**config.mk**
```make
export PLATFORM = sky130hd
export DESIGN_NAME = rr_mux_sel_ctrl
export DESIGN_NICKNAME = d
export VERILOG_FILES = /design/src/rtl/rr_mux_sel_ctrl.sv
export SDC_FILE = /design/constraint.sdc
export NUM_CORES = 1
export LEC_CHECK = 0
export CAP_MARGIN = 20
export CORE_AREA = 2 2 74 76
export CTS_CLUSTER_SIZE = 25
export DETAILED_ROUTE_END_ITERATION = 16
export DIE_AREA = 0 0 76 78
export MAX_ROUTING_LAYER = met4
export SLEW_MARGIN = 30
export SYNTH_ARGS = -nofsm -noshare
export SYNTH_HDL_FRONTEND = slang
export SYNTH_SLANG_ARGS = --single-unit
export TNS_END_PERCENT = 5
```
**constraint.sdc**
```tcl
create_clock -name clk -period 2.27 [get_ports clk]
set_input_delay 0.454 -clock clk [delete_from_list [all_inputs] [get_ports clk]]
set_output_delay 0.454 -clock clk [all_outputs]
set_load 0.02 [all_outputs]
```
**src/rtl/rr_mux_sel_ctrl.sv**
```systemverilog
// Round-robin select controller for a 4-way 16-bit mux.
// Grants one of four requesters at a time, holds the grant for a burst of
// valid/ready beats, then rotates priority. Drives the mux S1/S2 selects.
module rr_mux_sel_ctrl #(
  parameter int MAX_BEATS = 4,
  parameter int CNT_W     = 8
) (
  input  logic             clk,
  input  logic             rst,
  input  logic [3:0]       req,
  input  logic             last,
  input  logic             ready,
  output logic [3:0]       grant,
  output logic             s1,
  output logic             s2,
  output logic             valid,
  output logic [CNT_W-1:0] beat_cnt
);

  typedef enum logic {IDLE, BUSY} state_t;

  state_t           state_q, state_d;
  logic [1:0]       ptr_q, ptr_d;
  logic [1:0]       cur_q, cur_d;
  logic [3:0]       grant_q, grant_d;
  logic             valid_q, valid_d;
  logic [1:0]       sel_q, sel_d;
  logic [CNT_W-1:0] cnt_q, cnt_d;

  logic             xfer;
  logic             at_max;
  logic             rel;
  logic [1:0]       nxt_ptr;
  logic [2:0]       win_idle;
  logic [2:0]       win_busy;

  // First set request bit scanning p, p+1, ... mod 4.
  // Returns {found, index}; scanning downward lets the lowest offset win.
  function automatic logic [2:0] arb(input logic [3:0] r, input logic [1:0] p);
    logic [2:0] res;
    logic [1:0] idx;
    res = 3'b000;
    for (int i = 3; i >= 0; i--) begin
      idx = p + 2'(i);
      if (r[idx]) res = {1'b1, idx};
    end
    return res;
  endfunction

  // Next-state: arbitration, burst accounting and release/re-grant decision.
  always_comb begin
    state_d  = state_q;
    ptr_d    = ptr_q;
    cur_d    = cur_q;
    grant_d  = grant_q;
    valid_d  = valid_q;
    sel_d    = sel_q;
    cnt_d    = cnt_q;

    xfer     = valid_q & ready;
    at_max   = (cnt_q == CNT_W'(MAX_BEATS - 1));
    rel      = (xfer & (last | at_max)) | ~req[cur_q];
    nxt_ptr  = cur_q + 2'd1;
    win_idle = arb(req, ptr_q);
    // The releasing channel is masked so it cannot immediately win again.
    win_busy = arb(req & ~(4'b0001 << cur_q), nxt_ptr);

    case (state_q)
      IDLE: begin
        grant_d = 4'b0000;
        valid_d = 1'b0;
        if (win_idle[2]) begin
          state_d = BUSY;
          cur_d   = win_idle[1:0];
          sel_d   = win_idle[1:0];
          grant_d = 4'b0001 << win_idle[1:0];
          valid_d = 1'b1;
          cnt_d   = '0;
        end
      end
      BUSY: begin
        if (rel) begin
          ptr_d = nxt_ptr;
          cnt_d = '0;
          if (win_busy[2]) begin
            cur_d   = win_busy[1:0];
            sel_d   = win_busy[1:0];
            grant_d = 4'b0001 << win_busy[1:0];
            valid_d = 1'b1;
          end else begin
            state_d = IDLE;
            grant_d = 4'b0000;
            valid_d = 1'b0;
          end
        end else if (xfer) begin
          cnt_d = cnt_q + CNT_W'(1);
        end
      end
      default: begin
        state_d = IDLE;
        grant_d = 4'b0000;
        valid_d = 1'b0;
      end
    endcase
  end

  // Controller state and registered outputs; reset aborts any burst at once.
  always_ff @(posedge clk or posedge rst) begin
    if (rst) begin
      state_q <= IDLE;
      ptr_q   <= 2'd0;
      cur_q   <= 2'd0;
      grant_q <= 4'b0000;
      valid_q <= 1'b0;
      sel_q   <= 2'd0;
      cnt_q   <= '0;
    end else begin
      state_q <= state_d;
      ptr_q   <= ptr_d;
      cur_q   <= cur_d;
      grant_q <= grant_d;
      valid_q <= valid_d;
      sel_q   <= sel_d;
      cnt_q   <= cnt_d;
    end
  end

  assign grant    = grant_q;
  assign valid    = valid_q;
  assign s1       = sel_q[0];
  assign s2       = sel_q[1];
  assign beat_cnt = cnt_q;

endmodule

```
==> results.sh <==
export IMPL_synth_compound_area_share=0.217
export IMPL_grt_pass1_wl_um=5780
export IMPL_power_frac_comb=0.637
export IMPL_p_sw_uw=938
export IMPL_finalCritPeriodShare=0.926
export IMPL_synth_distinct_cells=45
export IMPL_p_int_mw=1.26
export IMPL_power_share_clock=0.122
export IMPL_hold_viol=0
export IMPL_r2r_end="grant[2]"
export IMPL_initial_core_util=0.245
export IMPL_synth_edff_count=0
export IMPL_ys_seq_area_frac=0.364
export IMPL_gp_congestion=0.834
export IMPL_startpoint="req[0]"
export IMPL_p_leak_nw=0.729
export IMPL_clock_sinks=18
export IMPL_io_buffers=22
export IMPL_yosysWarnings=0
export IMPL_yosys_area_top_type="dfrtp_1"
export IMPL_end_kind="flop"
export IMPL_row_count=26
export IMPL_maxSlewViolCount=0
export IMPL_io_pins=23
export IMPL_power_density_nw_per_um2=1300
export IMPL_dpl_hpwl_um=2460
export IMPL_peakVddDrop_uv=440
export IMPL_switching_share=0.426
export IMPL_syn_area_um2=1240
export IMPL_synth_top_family_by_area="simple AND/OR/NAND/NOR gates"
export IMPL_critPathMaxFanout=5
export IMPL_cp_num_buf_inv=1
export IMPL_rsz0062_at_grt="no"
export IMPL_nets=183
export IMPL_drc=0
export IMPL_nFillCells=536
export IMPL_path_clk_slew_ps=70
export IMPL_drv_cap=0
export IMPL_yosys_area_share_adder=0.0506
export IMPL_drt_wl_total_um=3180
export IMPL_status="completed"
export IMPL_antenna_found_initial=0
export IMPL_synth_simple_area_share=0.243
export IMPL_path_cells="clkdlybuf4s50_1 -> nor2b_1 -> nor3b_1 -> a311oi_2 -> or4b_1 -> a31oi_1"
export IMPL_via_count=1131
export IMPL_diodes=0
export IMPL_synth_xor_area_frac=0.0354
export IMPL_die_y_um=78
export IMPL_dieArea_um2=5930
export IMPL_clock_root_buffer="clkbuf_8"
export IMPL_seq_power_share=0.242
export IMPL_synth_seq_cells=18
export IMPL_avgViaCountPerCell=4.73
export IMPL_cts_max_path_buffers=2
export IMPL_grt_overflow=0
export IMPL_core_um2=5040
export IMPL_syn_inst=132
export IMPL_crit_type="in -> reg"
export IMPL_die_w_um=76
export IMPL_crit_arrival_ps=2290
export IMPL_start_kind="primary input"
export IMPL_drt_met1_wl_um=1590
export IMPL_path_delay_family="simple AND/OR/NAND/NOR gates"
export IMPL_synth_area_leaders="dfrtp_1 (36%), ha_1 (5.1%), a21oi_1 (4.5%)"
export IMPL_clock_fmax_mhz=476
export IMPL_grt_max_degree=19
export IMPL_fin_skew_ps=4.52
export IMPL_synth_ff_type="dfrtp_1"
export IMPL_area_growth_pct=37.0
export IMPL_slew_headroom=0.581
export IMPL_grt_pass1_vias=1147
export IMPL_routed_wl_met3_um=158
export IMPL_timing_final_crit_period_ps=2100
export IMPL_crit_slowest_cell="clkdlybuf4s50_1"
export IMPL_wl_met2_um=1410
export IMPL_total_power_mw=2.20
export IMPL_syn_avg_cell_area_um2=9.37
export IMPL_top_layer="met4"
export IMPL_cts_buffers=3
export IMPL_cts_max_level=1
export IMPL_drive_gt1_frac=0.178
export IMPL_reg2reg_from="sel_q[0]"
export IMPL_fin_setup_tns_ps=0
export IMPL_hold_path_class="in -> async"
export IMPL_cts_tree="yes"
export IMPL_wl_per_cell_um=13.3
export IMPL_syn_nets=145
export IMPL_reg2reg_depth=7
export IMPL_clk_latency_ps=260
export IMPL_post_cts_buffers=0
export IMPL_r2r_slack_ps=190
export IMPL_tightest_slew_ps=623
export IMPL_slowest_delay_ps=540
export IMPL_grtUsageTotal=0.123
export IMPL_synth_top_area_share=0.364
export IMPL_drt_iter0_markers=69
export IMPL_setup_viol=0
export IMPL_synthMuxAreaShare=0.0557
export IMPL_critPathRequiredTime_ps=2450
export IMPL_async_reset_ff_frac=1.00
export IMPL_ant_nets=0
export IMPL_first_pass_iters=4
[through the flow]
| stage | util | std cells | hold WS [ps] | cell area, um^2 | setup slack [ps] |
|---|---|---|---|---|---|
| 2_1_floorplan | - | 132 | 393 | 1250 | 18.2 |
| 5_1_grt | 0.336 | 239 | 551 | 1690 | 59.9 |
| 3_5_place_dp | 0.326 | 235 | 513 | 1640 | -147 |
| 3_3_place_gp | 0.326 | 235 | 499 | 1640 | -101 |
| 6_report | 0.336 | 239 | 513 | 1690 | 167 |
| 4_1_cts | 0.337 | 239 | 523 | 1700 | 125 |
[flip-flops by register name, summed over array words and instances, names as in the netlist]
| signal | flops |
|---|---|
| valid | 1 |
| state_q | 1 |
| grant | 4 |
| sel_q | 2 |
| beat_cnt | 8 |
| ptr_q | 2 |
[routing by layer]
metal	track usage	vias to the layer above
li1	-	562
met1	0.160	541
met2	0.191	24
met3	0.0337	4
met4	0.0327	0
met5	-	-
[synth_stat cells, drive strengths merged, types with 2 or more instances]
cell type,number
and3,3
a22o,2
nand3b,3
nor2b,5
a31oi,2
o21ai,7
a21oi,11
nor3b,2
mux2,2
mux2i,2
nor4,3
nand4,4
buf,2
nand2,7
dfrtp,18
o22a,2
a22oi,3
nor2,11
xor2,5
nand2b,4
ha,5
inv,6
nand3,2
nor3,2
[final cells by class]
| class | instances | area, um^2 | area share |
|---|---|---|---|
| inverters | 6 | 22.5 | 0.0133 |
| flip-flops and latches | 18 | 452 | 0.267 |
| repair buffers | 36 | 325 | 0.192 |
| clock buffers | 4 | 55.1 | 0.0325 |
| well taps | 70 | 87.6 | 0.0517 |
| multi-input cells | 105 | 752 | 0.444 |
[cells by family (layout without fill, tap and decap cells)]
kind of cell    Yosys count  count (layout)
flops                    18              18
buf+inv                   9              46
compound gates           37              37
xor+xnor                  5               5
fa+ha+maj                 5               5
simple gates             53              53
mux                       5               5
[power by group through the flow]
stage | Sequential (mW) | Combinational [mW] | Clock, mW
global route | 0.554 | 1.56 | 0.295
CTS | 0.533 | 1.42 | 0.275
floorplan | 0.609 | 0.821 | 0
finish | 0.532 | 1.40 | 0.268
detailed placement | 0.541 | 1.40 | 0
global placement | 0.536 | 1.39 | 0
[worst max path at each step]
stage,endpoint,depth (start not counted),slack (ps)
finish,grant[2],6,170
global placement,beat_cnt[5],5,-100
CTS,beat_cnt[5],5,120
global route,grant[2],6,60
floorplan,grant[2],8,20
detailed placement,beat_cnt[5],5,-150
[repair_timing]
action                     4_1_cts  5_1_grt
hold buffers                     0        0
resized for setup                0        1
setup endpoints to repair        0        3
[cell usage in the layout, fill, tap and decap left out, drive strengths merged, types with 4 or more instances in the layout]
cell	Yosys	routed
clkbuf	1	4
nor2	11	11
clkdlybuf4s50	0	22
dfrtp	18	18
nor2b	5	5
xor2	5	5
o21ai	7	7
nand4	4	4
buf	2	14
inv	6	6
nand2	7	7
ha	5	5
a21oi	11	11
nand2b	4	4
[tightest hold or removal path, cell delays in order]
cell,delay (ps)
clkdlybuf4s50_1,390
inv_1,50
buf_4,250
Power figures use the tool's default switching activity.
